`src/rtl/serial_add_ctrl.sv`:
```
// serial_add_ctrl: bit-serial WIDTH-bit adder/subtractor sequencing a single full-adder cell
// Ports: clk, rst_n (async, active-low)
//   in_valid_i/in_ready_o, a_i, b_i, sub_i   operand handshake (sub_i: A + ~B + 1)
//   out_valid_o/out_ready_i                  result handshake
//   result_o, carry_out_o, overflow_o, zero_o  sum and flags, held outside DONE
//   busy_o                                   operation in RUN or DONE
module fulladder (
  input  logic a_i,
  input  logic b_i,
  input  logic c_i,
  output logic s_o,
  output logic c_o
);
  assign s_o = a_i ^ b_i ^ c_i;
  assign c_o = (a_i & b_i) | (c_i & (a_i ^ b_i));
endmodule

module serial_add_ctrl #(
  parameter int WIDTH = 64
) (
  input  logic             clk,
  input  logic             rst_n,
  input  logic             in_valid_i,
  output logic             in_ready_o,
  input  logic [WIDTH-1:0] a_i,
  input  logic [WIDTH-1:0] b_i,
  input  logic             sub_i,
  output logic             out_valid_o,
  input  logic             out_ready_i,
  output logic [WIDTH-1:0] result_o,
  output logic             carry_out_o,
  output logic             overflow_o,
  output logic             zero_o,
  output logic             busy_o
);
  localparam int CW = $clog2(WIDTH);
  localparam logic [CW-1:0] LAST = CW'(WIDTH - 1);
  localparam logic [CW-1:0] PEN = CW'(WIDTH - 2);
  typedef enum logic [1:0] {IDLE, RUN, DONE} state_t;
  state_t state_q, state_d;
  logic [WIDTH-1:0] a_q, a_d, b_q, b_d, res_q, res_d, result_q, result_d;
  logic carry_q, carry_d, cmsb_q, cmsb_d, co_q, co_d, ov_q, ov_d, z_q, z_d;
  logic [CW-1:0] cnt_q, cnt_d, cnt_inc;
  logic fa_s, fa_co, c;
  fulladder u_fa (.a_i(a_q[0]), .b_i(b_q[0]), .c_i(carry_q), .s_o(fa_s), .c_o(fa_co));
  always_comb begin
    c = 1'b1;
    cnt_inc = cnt_q;
    for (int i = 0; i < CW; i++) begin
      cnt_inc[i] = cnt_q[i] ^ c;
      c = c & cnt_q[i];
    end
  end
  always_comb begin
    state_d = state_q;
    a_d = a_q;
    b_d = b_q;
    res_d = res_q;
    carry_d = carry_q;
    cmsb_d = cmsb_q;
    cnt_d = cnt_q;
    result_d = result_q;
    co_d = co_q;
    ov_d = ov_q;
    z_d = z_q;
    if (state_q == IDLE && in_valid_i) begin
      state_d = RUN;
      a_d = a_i;
      b_d = sub_i ? ~b_i : b_i;
      carry_d = sub_i;
      cnt_d = '0;
    end else if (state_q == RUN) begin
      a_d = a_q >> 1;
      b_d = b_q >> 1;
      res_d = {fa_s, res_q[WIDTH-1:1]};
      carry_d = fa_co;
      cnt_d = cnt_inc;
      cmsb_d = (cnt_q == PEN) ? fa_co : cmsb_q;
      if (cnt_q == LAST) begin
        state_d = DONE;
        result_d = res_d;
        co_d = fa_co;
        ov_d = cmsb_q ^ fa_co;
        z_d = ~|res_d;
      end
    end else if (state_q == DONE && out_ready_i) begin
      state_d = IDLE;
    end
  end
  always_ff @(posedge clk or negedge rst_n) begin
    if (!rst_n) begin
      state_q <= IDLE;
      a_q <= '0;
      b_q <= '0;
      res_q <= '0;
      carry_q <= 1'b0;
      cmsb_q <= 1'b0;
      cnt_q <= '0;
      result_q <= '0;
      co_q <= 1'b0;
      ov_q <= 1'b0;
      z_q <= 1'b0;
    end else begin
      state_q <= state_d;
      a_q <= a_d;
      b_q <= b_d;
      res_q <= res_d;
      carry_q <= carry_d;
      cmsb_q <= cmsb_d;
      cnt_q <= cnt_d;
      result_q <= result_d;
      co_q <= co_d;
      ov_q <= ov_d;
      z_q <= z_d;
    end
  end
  assign in_ready_o = state_q == IDLE;
  assign out_valid_o = state_q == DONE;
  assign busy_o = state_q != IDLE;
  assign result_o = result_q;
  assign carry_out_o = co_q;
  assign overflow_o = ov_q;
  assign zero_o = z_q;
endmodule
```
`config.mk`:
```
export PLATFORM = sky130hd
export DESIGN_NAME = serial_add_ctrl
export DESIGN_NICKNAME = d
export VERILOG_FILES = /design/src/rtl/serial_add_ctrl.sv
export SDC_FILE = /design/constraint.sdc
export NUM_CORES = 1
export LEC_CHECK = 0
export CORE_ASPECT_RATIO = 0.5
export CORE_UTILIZATION = 40
export CTS_BUF_LIST = sky130_fd_sc_hd__clkbuf_16
export DETAILED_ROUTE_END_ITERATION = 10
export MAX_ROUTING_LAYER = met4
export SETUP_SLACK_MARGIN = 0.15
export SLEW_MARGIN = 20
export SYNTH_ARGS = -nofsm -noshare
export SYNTH_HDL_FRONTEND = slang
export SYNTH_SLANG_ARGS = --single-unit
```
`constraint.sdc`:
```
create_clock -name clk -period 2.2 [get_ports clk]
set_clock_uncertainty 0.2 [all_clocks]
set_input_delay 0.44 -clock clk [delete_from_list [all_inputs] [get_ports clk]]
set_output_delay 0.44 -clock clk [all_outputs]
set_load 0.05 [all_outputs]
```
==> flow_summary.json <==
{
  "status": "finished clean",
  "drtIter0Drc": 520,
  "clockPowerShare_pct": 44.7,
  "crit_chain": "buf_6, nor2_4, buf_12, buf_12",
  "dp_hpwl_mm": 18.0,
  "cp-end-kind": "output port",
  "multi_input_area_um2": 4560,
  "finalSetupViolCount": 0,
  "cts_tree": "done",
  "diodes": 0,
  "max-slew-margin-rel_pct": 68.1,
  "finalHoldViolations": 0,
  "combPwrFrac_pct": 5.7,
  "seq_area_frac_synth_pct": 58.0,
  "rows": 43,
  "synth_cells": 1181,
  "holdCritPathClass": "primary input to async pin",
  "wirelength_mm": 27.3,
  "fill_cells": 2474,
  "antenna_left": 0,
  "grt_usage_pct": 19.4,
  "yosysTopAreaCell": "dfrtp_1",
  "die_x_um": 242,
  "fmax_mhz": 481,
  "internal-power_w": 0.00796,
  "grt_pass1_vias": 8847,
  "gp_congestion": 0.785,
  "first_pass_iters": 5,
  "yosysMostFrequentCell": "nand2_1",
  "final_max_slew_viol_count": 0,
  "seqPwrFrac_pct": 49.6,
  "critPathRequiredTime_ps": 1560,
  "layout-drive-gt1-share_pct": 15.4,
  "worstSetupStartpointType": "register",
  "core-area_um2": 28000,
  "netlist.area_leader.share_pct": 58.0,
  "die_h_um": 122,
  "ys.flop_type": "dfrtp_1",
  "path_max_fanout": 4,
  "critPathArrivalTime_ps": 1440,
  "cts_sinks": 268,
  "p_sw_share_pct": 21.4,
  "worst_slack_ps": 122,
  "synth-async-reset-ratio_pct": 100,
  "syn_area_um2": 11600,
  "antenna_found_initial": 0,
  "synth_area_per_cell_um2": 9.79,
  "cap_violations": 0,
  "cpMostUsedCell": "buf_12",
  "htreeDepth": 1,
  "critPathLaunch": "state_q[0]",
  "holdWs_ps": 207,
  "synth_edf_count": 0,
  "portBuffers": 202,
  "yosys-top-cells-area": "dfrtp_1 (58%), nand2_1 (15%), mux2_2 (5.8%)",
  "wl_per_cell_um": 15.4,
  "reg2reg_from": "carry_q",
  "ir_drop_v": 0.000504,
  "dp_worst_setup_slack_ps": -19.9,
  "static-leakage-power_nw": 7.46,
  "die_area_um2": 29600,
  "ys_seq_elements": 268,
  "tightest_slew_ps": 481,
  "via_per_inst": 4.97,
  "nets": 1506,
  "start_util_pct": 41.3,
  "seq_area_um2": 6710,
  "slowest_delay_ps": 390,
  "slowest_stage": "dfrtp_1",
  "synth_cell_types": 25,
  "rsz0062_at_grt": "yes",
  "grt_overflow": 0,
  "path_clk_slew_ps": 70,
  "cts_made_buffers": 25,
  "power.switching_w": 0.00217,
  "syn_nets": 1320,
  "cts_buffer_depth": 3,
  "synthTopCellsByCount": "nand2_1 (459), dfrtp_1 (268), nor2_1 (66)",
  "ios": 203,
  "worstSkewPairLatency_ps": 530,
  "route.detailed.drc": 0,
  "critical_path_class": "register to output port",
  "cts-root-buf": "clkbuf_16",
  "grt_max_degree": 79,
  "area_delta_synth_final_pct": 29.8,
  "period_needed_ps": 2080,
  "p_per_area_nw_per_um2": 675,
  "yosysWarnings": 0,
  "min_period_over_period_pct": 94.4,
  "grt_pass1_wl_mm": 45.6,
  "via_count": 8785,
  "power_w": 0.0101
}
==> power by group through the flow <==
stage	combinational (W)	sequential (W)	clock, W
after floorplan	0.000153	0.00511	0
final	0.000574	0.00502	0.00453
after CTS	0.000591	0.00502	0.00466
after global placement	0.000577	0.00511	0
after detailed placement	0.000586	0.00511	0
after global routing	0.000637	0.00503	0.00487
==> layout by cell type (no fill, tap or decap), types with 6 or more instances in the layout <==
cell type	netlist	final
a22oi_1	64	64
a31oi_1	63	63
buf_12	0	21
buf_4	0	33
clkbuf_16	0	25
clkbuf_2	0	28
clkdlybuf4s15_2	0	21
clkdlybuf4s50_1	0	130
clkinv_1	0	7
dfrtp_1	268	267
mux2_1	6	6
mux2_2	60	60
nand2_1	459	458
nor2_1	66	64
nor4_1	16	15
o21ai_0	12	11
xor2_1	63	63
==> cells by family (layout without fill, tap and decap cells) <==
logic type	after synthesis	in the layout	synth area share, %
muxes	66	66	6.43
xor gates and xnor gates	65	65	4.92
DFF	268	268	58.0
adders and majority gates	6	6	0.714
and+or+nand+nor	555	555	18.7
buffers and inverters	82	287	3.14
AOI/OAI and AO/OA	139	139	8.08
==> repair_timing <==
item,in CTS,in global routing
hold buffers,1,0
pin swaps,3,0
endpoints found under the setup margin,54,53
setup buffers,6,0
resized for setup,127,31
hold endpoints to repair,133,0
gates cloned,0,0
==> final cells by class <==
type / instances / area share, %
clock buffer: 25 / 4.17
timing repair buffer: 238 / 16.0
sequential: 268 / 44.7
clock inverter: 21 / 1.48
inverter: 3 / 0.0750
tap: 382 / 3.18
multi-input combinational: 831 / 30.4
==> critical path, delay by kind of cell, from the launching register on <==
kind                   cells  cell delay (ps)
flip-flops                 1              390
AND/OR/NAND/NOR            1              140
buffers and inverters      3              380
==> per-layer routing <==
layer	track usage [%]	wire (um)	vias to the layer above
li1	-	-	4277
met1	25.5	12500	4332
met2	32.3	13500	143
met3	2.76	771	33
met4	4.31	490	0
met5	-	0	-
==> flip-flops by register name, summed over array words and instances, names as in the netlist <==
register     count
a_q             64
b_q             64
carry_out_o      1
carry_q          1
cmsb_q           1
cnt_q            6
overflow_o       1
res_q           63
result_o        64
state_q          2
zero_o           1
==> through the flow <==
step | setup TNS (ps) | cell area (um^2) | utilization, % | instances
floorplan | 0 | 11600 | - | 1181
global placement | -2.82 | 14200 | 50.6 | 1715
detailed placement | -177 | 14200 | 50.6 | 1715
CTS | 0 | 15100 | 54.0 | 1768
global route | 0 | 15000 | 53.6 | 1768
finish | 0 | 15000 | 53.6 | 1768
==> path summary, 6_finish.rpt <==
check | slack [ps] | cells after the start | endpoint
setup / recovery | 120 | 4 | in_ready_o
hold / removal | 210 | 2 | a_q[29]
setup reg to reg | 150 | 5 | zero_o
hold reg to reg | 270 | 2 | a_q[49]
max in group asynchronous | 920 | 3 | res_q[25]
min in group clk | 270 | 2 | a_q[49]
Note: power is estimated with default switching activity, not from simulation.
